[src/rtl/deca_audio_pkg.sv]
// Shared widths, frame geometry and stereo pair type for the DECA I2S path.
// Also holds the slot serialiser bit picker.
package deca_audio_pkg;

    localparam int SAMPLE_W   = 16;
    localparam int SLOT_W     = 32;
    localparam int FRAME_BITS = 2 * SLOT_W;
    localparam int BIT_W      = $clog2(FRAME_BITS);
    localparam int SEL_W      = $clog2(SAMPLE_W);

    typedef logic [SAMPLE_W-1:0] sample_t;

    typedef struct packed {
        sample_t left;
        sample_t right;
    } pair_t;

    // Bit sent at slot position pos: pad at 0, MSB..LSB at 1..SAMPLE_W, pad after.
    function automatic logic slot_bit(input sample_t s, input logic [BIT_W-2:0] pos);
        logic [SEL_W-1:0] sel;
        logic             b;
        sel = SEL_W'(SAMPLE_W - int'(pos));
        b   = 1'b0;
        if (pos != '0 && int'(pos) <= SAMPLE_W) begin
            b = s[sel];
        end
        return b;
    endfunction

endpackage

[src/rtl/stereo_fifo.sv]
// Show-ahead synchronous FIFO of stereo pairs.
// Push is ignored when full, pop is ignored when empty.
module stereo_fifo
    import deca_audio_pkg::*;
#(
    parameter int DEPTH = 4
) (
    input  logic  clk,
    input  logic  rst_n,
    input  logic  push,
    input  pair_t wdata,
    input  logic  pop,
    output pair_t rdata,
    output logic  full,
    output logic  empty
);

    localparam int AW = $clog2(DEPTH);

    pair_t         mem_q [DEPTH];
    logic [AW-1:0] wr_q, wr_d;
    logic [AW-1:0] rd_q, rd_d;
    logic [AW:0]   cnt_q, cnt_d;
    logic          do_push, do_pop;

    assign full    = (cnt_q == (AW+1)'(DEPTH));
    assign empty   = (cnt_q == '0);
    assign rdata   = mem_q[rd_q];
    assign do_push = push && !full;
    assign do_pop  = pop && !empty;

    always_comb begin
        wr_d  = wr_q;
        rd_d  = rd_q;
        cnt_d = cnt_q;
        if (do_push) wr_d = wr_q + 1'b1;
        if (do_pop)  rd_d = rd_q + 1'b1;
        if (do_push && !do_pop) cnt_d = cnt_q + 1'b1;
        if (do_pop && !do_push) cnt_d = cnt_q - 1'b1;
    end

    always_ff @(posedge clk or negedge rst_n) begin
        if (!rst_n) begin
            wr_q  <= '0;
            rd_q  <= '0;
            cnt_q <= '0;
        end else begin
            wr_q  <= wr_d;
            rd_q  <= rd_d;
            cnt_q <= cnt_d;
        end
    end

    always_ff @(posedge clk) begin
        if (do_push) mem_q[wr_q] <= wdata;
    end

endmodule

[src/rtl/deca_i2s_tx.sv]
// I2S transmitter for the DECA codec: MCLK/BCLK/LRCLK generation and
// serialisation of buffered stereo pairs with one-bit I2S delay.
module deca_i2s_tx
    import deca_audio_pkg::*;
#(
    parameter int BCLK_DIV   = 8,
    parameter int FIFO_DEPTH = 4
) (
    input  logic                iCLK,
    input  logic                iRESET_n,
    input  logic                iVALID,
    input  logic [SAMPLE_W-1:0] iLEFT,
    input  logic [SAMPLE_W-1:0] iRIGHT,
    output logic                oREADY,
    input  logic                iMUTE,
    output logic                oMCLK,
    output logic                oBCLK,
    output logic                oLRCLK,
    output logic                oSDOUT,
    output logic                oUNDERRUN
);

    localparam int DIV_W = (BCLK_DIV > 1) ? $clog2(BCLK_DIV) : 1;
    localparam logic [DIV_W-1:0] DIV_MAX = DIV_W'(BCLK_DIV - 1);

    logic             mclk_q, mclk_d;
    logic             bclk_q, bclk_d;
    logic             lrclk_q, lrclk_d;
    logic             sdout_q, sdout_d;
    logic             underrun_q, underrun_d;
    logic [DIV_W-1:0] div_q, div_d;
    logic [BIT_W-1:0] bit_q, bit_d, bit_nx;
    sample_t          left_q, left_d;
    sample_t          right_q, right_d;
    pair_t            last_q, last_d;
    pair_t            cur;
    pair_t            wr_pair;
    pair_t            fifo_rdata;
    logic             fifo_full, fifo_empty;
    logic             push, pop;

    assign wr_pair = '{left: iLEFT, right: iRIGHT};
    assign oREADY  = !fifo_full;
    assign push    = iVALID && !fifo_full;

    stereo_fifo #(
        .DEPTH (FIFO_DEPTH)
    ) u_fifo (
        .clk   (iCLK),
        .rst_n (iRESET_n),
        .push  (push),
        .wdata (wr_pair),
        .pop   (pop),
        .rdata (fifo_rdata),
        .full  (fifo_full),
        .empty (fifo_empty)
    );

    always_comb begin
        mclk_d     = ~mclk_q;
        div_d      = div_q + 1'b1;
        bclk_d     = bclk_q;
        bit_d      = bit_q;
        lrclk_d    = lrclk_q;
        sdout_d    = sdout_q;
        underrun_d = 1'b0;
        left_d     = left_q;
        right_d    = right_q;
        last_d     = last_q;
        pop        = 1'b0;
        cur        = last_q;
        bit_nx     = bit_q + 1'b1;
        if (div_q == DIV_MAX) begin
            div_d  = '0;
            bclk_d = ~bclk_q;
            // Everything the codec sees changes on the BCLK falling edge.
            if (bclk_q) begin
                bit_d   = bit_nx;
                lrclk_d = bit_nx[BIT_W-1];
                sdout_d = bit_nx[BIT_W-1]
                        ? slot_bit(right_q, bit_nx[BIT_W-2:0])
                        : slot_bit(left_q, bit_nx[BIT_W-2:0]);
                if (bit_nx == '0) begin
                    if (fifo_empty) begin
                        underrun_d = 1'b1;
                    end else begin
                        pop    = 1'b1;
                        cur    = fifo_rdata;
                        last_d = fifo_rdata;
                    end
                    left_d  = iMUTE ? '0 : cur.left;
                    right_d = iMUTE ? '0 : cur.right;
                end
            end
        end
    end

    always_ff @(posedge iCLK or negedge iRESET_n) begin
        if (!iRESET_n) begin
            mclk_q     <= 1'b0;
            bclk_q     <= 1'b0;
            lrclk_q    <= 1'b1;
            sdout_q    <= 1'b0;
            underrun_q <= 1'b0;
            div_q      <= '0;
            bit_q      <= '1;
            left_q     <= '0;
            right_q    <= '0;
            last_q     <= '0;
        end else begin
            mclk_q     <= mclk_d;
            bclk_q     <= bclk_d;
            lrclk_q    <= lrclk_d;
            sdout_q    <= sdout_d;
            underrun_q <= underrun_d;
            div_q      <= div_d;
            bit_q      <= bit_d;
            left_q     <= left_d;
            right_q    <= right_d;
            last_q     <= last_d;
        end
    end

    assign oMCLK     = mclk_q;
    assign oBCLK     = bclk_q;
    assign oLRCLK    = lrclk_q;
    assign oSDOUT    = sdout_q;
    assign oUNDERRUN = underrun_q;

endmodule

[config.mk]
export PLATFORM = sky130hd
export DESIGN_NAME = deca_i2s_tx
export DESIGN_NICKNAME = d
export VERILOG_FILES = /design/src/rtl/deca_audio_pkg.sv /design/src/rtl/stereo_fifo.sv /design/src/rtl/deca_i2s_tx.sv
export SDC_FILE = /design/constraint.sdc
export NUM_CORES = 1
export LEC_CHECK = 0
export ABC_AREA = 0
export ABC_CLOCK_PERIOD_IN_PS = 4100
export BUFFER_PORTS_ARGS = -buffer_cell sky130_fd_sc_hd__buf_2
export CAP_MARGIN = 40
export CORE_MARGIN = 4
export CORE_UTILIZATION = 36
export CTS_CLUSTER_DIAMETER = 200
export DETAILED_ROUTE_END_ITERATION = 8
export GPL_TIMING_DRIVEN = 0
export PLACE_DENSITY_LB_ADDON = 0.08
export SYNTH_ARGS = -nofsm -noshare
export SYNTH_HDL_FRONTEND = slang
export SYNTH_HIERARCHICAL = 1
export SYNTH_SLANG_ARGS = --single-unit
[constraint.sdc]
create_clock -name iCLK -period 4.1 [get_ports iCLK]
set_input_delay 0.205 -clock iCLK [delete_from_list [all_inputs] [get_ports iCLK]]
set_output_delay 0.205 -clock iCLK [all_outputs]
set_load 0.1 [all_outputs]
# Yosys cells after proc, flatten, opt, wreduce, memory -nomap -nowiden
# Memories as Yosys holds them, arrays and structs flattened.
# Cells that the tools add are included.
# totals
reg_bits,85
ramBits,128
input_bits,36
output_inout_bits,6
elab_cells,67
memories,1
# op_classes
n_addsub,7
n_lt_le_gt_ge,2
eq_ne,2
muxes,23
bitwise_logic,2
reduce_logical,16
# memory_table
name,words,width,read_ports,rd_clocked_by_memory_dff,write_ports,line_no,rtl
u_fifo.mem_q,4,32,1,0,1,stereo_fifo.sv:20,pair_t mem_q [DEPTH];
# ops
op,count
16-bit two-way mux,2
32-bit two-way mux,1
1-bit two-way mux,15
3-bit two-way mux,3
1-bit binary-select mux with 4-bit select,2
"3-bit by 1-bit adder with 3-bit output, second input constant",2
"6-bit by 1-bit adder with 6-bit output, second input constant",1
"3-bit == test, second input constant",2
1-bit logical AND,6
6-bit zero test,1
"5-bit less-or-equal comparator, second input constant",1
"4-bit by 5-bit less-than comparator with 1-bit output, second input constant",1
5-bit nonzero test,1
"2-bit by 1-bit adder with 2-bit output, second input constant",2
1-bit zero test,4
"1-bit by 4-bit subtractor with 4-bit output, first input constant",1
3-bit zero test,1
3-bit AND reduction,1
"3-bit by 1-bit subtractor with 3-bit output, second input constant",1
1-bit inverter,2
2-bit AND reduction,1
2-bit nonzero test,1

# Logic depth before layout (Yosys ltp)
# logic_depth
word_depth,10
depth_mapped,13
mapped_depth_nobuf,12

# By module
# Netlist, hierarchy kept.
# modules_own_cells
mod,n_inst,cells_each,area_each_um2,seq_area_each_um2
stereo_fifo,1,205,5091.1,4018.9
deca_i2s_tx,1,285,3669.8,1934.4

# Worst setup path after synthesis
# No wires, ideal clock.
# synth_timing
path_type,register -> register
from,"register bclk_q, in the netlist oBCLK"
to,register u_fifo.cnt_q[2]
setup_ps,79
arrival_time_ps,2982
t_required_ps,4021
path_slack_ps,1039
path_stages_with_launch,12
n_path_buf,1
period_less_slack_ps,3061
cell_sequence,dfrtp_1 and3_1 o2111ai_2 nor2_4 buf_4 o31a_1 ha_1 inv_1 fa_1 xor2_1 nor2_1 xor2_1
# synth_between
elab_chain_cells,6
elab_cells_between_ends,8
cone_classes,3 x mux; 5 x reduce/logical
# synth_lines
item,line_no,rtl
start: declaration,deca_i2s_tx.sv:27,"logic bclk_q, bclk_d;"
start signal: assignment,deca_i2s_tx.sv:112,bclk_q <= bclk_d;
1-bit two-way mux (*),deca_i2s_tx.sv:77,if (bclk_q) begin
1-bit two-way mux (*),deca_i2s_tx.sv:73,if (div_q == DIV_MAX) begin
via pop,deca_i2s_tx.sv:40,"logic push, pop;"
1-bit logical AND (*),stereo_fifo.sv:30,assign do_pop = pop && !empty;
via u_fifo.do_pop,stereo_fifo.sv:24,"logic do_push, do_pop;"
1-bit zero test,stereo_fifo.sv:38,if (do_push && !do_pop) cnt_d = cnt_q + 1'b1;
1-bit logical AND,stereo_fifo.sv:38,
2-bit nonzero test (no line),-,
end signal: assignment,stereo_fifo.sv:50,cnt_q <= cnt_d;
end: declaration,stereo_fifo.sv:23,"logic [AW:0] cnt_q, cnt_d;"
# The timed path passes the listed nets; every way through them passes the cells marked *.
# A chain may end at the register's enable or synchronous reset.

# Worst setup path after layout
# layout_timing
from,register bit_q[1]
to,register u_fifo.cnt_q[2]
# layout_between
elab_chain_cells,9
elab_cells_between_ends,11
cone_classes,1 x add/sub; 4 x mux; 6 x reduce/logical
# layout_lines
item,line_no,rtl
start: declaration,deca_i2s_tx.sv:32,"logic [BIT_W-1:0] bit_q, bit_d, bit_nx;"
start signal: assignment,deca_i2s_tx.sv:117,bit_q <= bit_d;
6-bit by 1-bit adder with 6-bit output (*),deca_i2s_tx.sv:72,bit_nx = bit_q + 1'b1;
6-bit zero test (*),deca_i2s_tx.sv:83,if (bit_nx == '0) begin
1-bit two-way mux (*),deca_i2s_tx.sv:83,
1-bit two-way mux (*),deca_i2s_tx.sv:77,
1-bit two-way mux (*),deca_i2s_tx.sv:73,
via pop,deca_i2s_tx.sv:40,
1-bit logical AND (*),stereo_fifo.sv:30,
via u_fifo.do_pop,stereo_fifo.sv:24,
1-bit zero test,stereo_fifo.sv:38,
1-bit logical AND,stereo_fifo.sv:38,
2-bit nonzero test (no line),-,
# Marked as above.

==> metrics.txt <==
# TYPE chip_impl_metric gauge
chip_impl_metric{name="hold_violations",unit=""} 0
chip_impl_metric{name="worst_ep_arrival_time",unit="ns"} 3.67
chip_impl_metric{name="combinational_cell_fraction_of_total_power",unit=""} 0.137
chip_impl_metric{name="place.detailed.hpwl",unit="mm"} 10.90
chip_impl_metric{name="final-max-slew-violation-count",unit=""} 0
chip_impl_metric{name="layout-drive-gt1-share",unit=""} 0.2529
chip_impl_metric{name="cell_area_reported_after_detailed_placement",unit="mm²"} 0.009480
chip_impl_metric{name="setup_viol_count_final",unit=""} 0
chip_impl_metric{name="hold_ws",unit="ns"} 0.1169
chip_impl_metric{name="drt_iter0_markers",unit=""} 228
chip_impl_metric{name="critical_path_peak_fanout",unit=""} 10
chip_impl_info{name="clock_tree.root_cell",value="clkbuf_16"} 1
chip_impl_info{name="ys_top_cells_by_area",value="edfxtp_1 44%, dfrtp_1 22%, mux4_2 9.0%"} 1
chip_impl_metric{name="drc",unit=""} 0
chip_impl_metric{name="core.rowCount",unit=""} 56
chip_impl_metric{name="timing.reg2reg.setup_slack",unit="ns"} 0.86
chip_impl_metric{name="placed_cells_incl_taps",unit=""} 855
chip_impl_metric{name="postCtsSetupBuffers",unit=""} 0
chip_impl_metric{name="drtAntennaViolNets",unit=""} 0
chip_impl_metric{name="detail_route.first_pass.iterations",unit=""} 4
chip_impl_metric{name="syn_area",unit="mm²"} 0.008761
chip_impl_metric{name="worst_skew_pair.late_latency",unit="ns"} 0.51
chip_impl_info{name="crit_path_kind",value="flip-flop to flip-flop"} 1
chip_impl_metric{name="yosys.cell_types.count",unit=""} 43
chip_impl_metric{name="syn-instance-count",unit=""} 490
chip_impl_metric{name="gp_routability_congestion",unit=""} 0.7023
chip_impl_metric{name="clock_sinks",unit=""} 212
chip_impl_metric{name="worst_ir_drop_vdd",unit="mV"} 0.3264
chip_impl_metric{name="average_instance_area_after_synthesis",unit="µm²"} 17.88
chip_impl_metric{name="die_w",unit="µm"} 164
chip_impl_metric{name="ys_seq_elements",unit=""} 212
chip_impl_metric{name="syn2layout_area_growth",unit="%"} 20.91
chip_impl_metric{name="path_clk_slew",unit="ns"} 0.06
chip_impl_metric{name="fin_crit_share",unit=""} 0.7899
chip_impl_metric{name="detail_route.vias_per_cell",unit=""} 4.820
chip_impl_metric{name="core_area",unit="mm²"} 0.02368
chip_impl_metric{name="fmax",unit="GHz"} 0.3088
chip_impl_metric{name="pin_count_of_the_biggest_net_entering_global_routing",unit=""} 67
chip_impl_info{name="setup_repair_after_global_routing_missed_its_margin",value="false"} 1
chip_impl_info{name="start_kind",value="flip-flop"} 1
chip_impl_metric{name="number_of_global_route_vias_before_repair",unit=""} 4889
chip_impl_metric{name="number_of_vias_after_detailed_routing",unit=""} 4492
chip_impl_metric{name="finalNetCount",unit=""} 641
chip_impl_metric{name="p_seq_frac",unit=""} 0.485
chip_impl_metric{name="timing.setup.tns",unit="ns"} 0
chip_impl_metric{name="finish.instance_area",unit="mm²"} 0.01059
chip_impl_metric{name="final.fill_count",unit=""} 2146
chip_impl_metric{name="slew-limit-headroom",unit=""} 0.5051
chip_impl_metric{name="quantity_of_gates_resized_following_cts",unit=""} 0
chip_impl_metric{name="io_buffers",unit=""} 41
chip_impl_info{name="status",value="finished clean"} 1
chip_impl_metric{name="cts_made_buffers",unit=""} 24
chip_impl_metric{name="routed_wl",unit="mm"} 16.21
chip_impl_metric{name="chipHeight",unit="µm"} 164
chip_impl_metric{name="synth.yosys.seq_area_share",unit=""} 0.6795
chip_impl_metric{name="worst_pin_slew",unit="ns"} 0.7423
chip_impl_metric{name="grt_antenna_before_repair",unit=""} 0
chip_impl_metric{name="finClkSkew",unit="ns"} 0.007107
chip_impl_metric{name="design.die.area",unit="mm²"} 0.02690
chip_impl_metric{name="switching_power",unit="mW"} 1.324
chip_impl_metric{name="wire_length_of_the_first_global_routing_pass",unit="mm"} 26.54
chip_impl_metric{name="htreeDepth",unit=""} 1
chip_impl_metric{name="synth-warning-count",unit=""} 6
chip_impl_info{name="hold_path_class",value="input port to async pin"} 1
chip_impl_metric{name="max-cap-violations",unit=""} 0
chip_impl_metric{name="syn_nets",unit=""} 535
chip_impl_metric{name="design.portCount",unit=""} 42
chip_impl_metric{name="p_leak",unit="nW"} 4.030
chip_impl_metric{name="cts.path.max_buffers",unit=""} 3
chip_impl_info{name="cts_tree",value="done"} 1
chip_impl_metric{name="floorplan.initialDensity",unit=""} 0.3699
chip_impl_info{name="synth_area_leader_cell",value="edfxtp_1"} 1
chip_impl_metric{name="instances_no_fill",unit=""} 932
chip_impl_metric{name="wirelength_per_cell",unit="µm"} 17.40
chip_impl_metric{name="synth_top_cell_area_share",unit=""} 0.4387
chip_impl_metric{name="period_minus_slack",unit="ns"} 3.239
chip_impl_metric{name="antenna_cells",unit=""} 0
chip_impl_metric{name="grt_use_total",unit=""} 0.1266
chip_impl_metric{name="p_clk_frac",unit=""} 0.378
chip_impl_metric{name="required",unit="ns"} 4.54
chip_impl_info{name="critPathCaptureType",value="flip-flop"} 1
chip_impl_metric{name="swShare",unit=""} 0.2419
chip_impl_metric{name="grt_overflow_total",unit=""} 0
chip_impl_metric{name="power.density",unit="mW/mm²"} 516.8
chip_impl_metric{name="p_int",unit="mW"} 4.150
placed cells by master, fill, tap and decap left out, types with 2 or more instances in the layout:
cell / count
nor2_1: 4
dfrtp_1: 78
ha_1: 8
mux4_2: 35
buf_12: 7
o31a_1: 2
buf_2: 52
nand2_1: 39
and2_2: 4
clkinv_1: 4
nor2b_1: 2
o31ai_1: 32
edfxtp_1: 128
inv_1: 9
mux2i_1: 38
mux2_2: 6
mux2_1: 29
nand3_1: 4
clkbuf_16: 24
dfstp_2: 6
buf_4: 4
clkbuf_1: 17
bufinv_16: 3
xor2_1: 4
mux4_1: 5
nand2b_1: 2
xnor2_1: 9
buf_6: 2
dlygate4sd3_1: 34
worst paths after layout:
kind,start,depth (start not counted),endpoint
setup / recovery,bit_q[1]$_DFFE_PN1P_,13,u_fifo/cnt_q[2]$_DFFE_PN0P_
hold / removal,iRESET_n,2,oMCLK$_DFF_PN0_
setup reg to reg,bit_q[1]$_DFFE_PN1P_,13,u_fifo/cnt_q[2]$_DFFE_PN0P_
hold reg to reg,oMCLK$_DFF_PN0_,1,oMCLK$_DFF_PN0_
max in group asynchronous,iRESET_n,3,last_q[8]$_DFFE_PN0P_
min in group iCLK,iVALID,4,u_fifo/wr_q[0]$_DFFE_PN0P_
per-stage QoR:
stage          power [mW]  setup slack [ns]    util
3_3_place_gp        3.378            0.8708  0.3954
3_5_place_dp        3.457            0.8186  0.4003
5_1_grt             5.760            0.5788  0.4473
2_1_floorplan       3.147             1.039       -
4_1_cts             5.604            0.8041  0.4473
6_report            5.475            0.8614  0.4473
area by class of cell:
class                      instances  area (µm²)  area share
sequential                       212        5953      0.5620
multi-input combinational        241        2584      0.2439
timing repair buffer              80       655.6     0.06189
clock buffer                      33       634.4     0.05989
tap                              319       399.1     0.03768
buffer                            28       195.2     0.01843
clock inverter                    10       137.6     0.01299
inverter                           9       33.78    0.003189
layer usage:
layer  vias to the layer above  global-route usage  share of wire
li1                       2123                   -              -
met1                      2283              0.1790           0.46
met2                        63              0.2042           0.48
met5                         -                   0              0
met4                         0             0.03469          0.024
met3                        23             0.02133          0.028
worst max-delay path: stages, from the launching register on:
cell       delay, ns
dfstp_2         0.60
and4_4          0.25
nand2_1         0.08
xor2_2          0.20
o2111ai_2       0.23
nor2_4          0.25
buf_4           0.28
o31a_1          0.24
ha_1            0.21
inv_1           0.06
fa_1            0.37
xor2_1          0.15
nor2_1          0.11
xor2_1          0.14
registers in the layout, summed over array words and instances, names as in the netlist:
name	flops
left_q	16
oSDOUT	1
u_fifo/rd_q	2
div_q	3
bit_q	5
oLRCLK	1
last_q	32
u_fifo/cnt_q	3
u_fifo/mem_q	128
right_q	16
oMCLK	1
oBCLK	1
u_fifo/wr_q	2
oUNDERRUN	1
cell families (layout without fill, tap and decap cells):
logic type,after synthesis,count (layout),synth area share
compound gates,41,41,0.03642
xor+xnor,14,14,0.01485
fa+ha+maj,9,9,0.01371
mux,113,113,0.1934
simple gates,64,64,0.03599
buf+inv,37,160,0.02614
flops,212,212,0.6795
cells in the mapped netlist, drive strengths merged:
library cell	count
nand3	4
clkbuf	8
a21o	1
ha	8
or3	2
inv	9
mux2	35
mux4	40
and4	1
nor2b	3
xor2	5
buf	20
nor2	5
fa	1
nor3b	1
o2111ai	1
o21ai	2
o211ai	1
nand4bb	1
o31ai	32
a32oi	1
nor3	1
and3	1
dfrtp	78
dfstp	6
nand2	39
nand2b	2
and2	4
a211oi	1
mux2i	38
xnor2	9
edfxtp	128
o31a	2
what timing repair did:
item / CTS / global route
endpoints found under the setup margin: 0 / 0
endpoints found under the hold margin: 214 / 0
hold buffers: 34 / 0
power by group through the flow:
stage          logic [mW]  clock network [mW]  registers (mW)
2_1_floorplan       0.464                   0            2.68
6_report            0.752                2.07            2.66
3_3_place_gp        0.676                   0            2.70
4_1_cts             0.786                2.16            2.66
5_1_grt             0.835                2.25            2.68
3_5_place_dp        0.757                   0            2.70
Power figures use the tool's default switching activity.
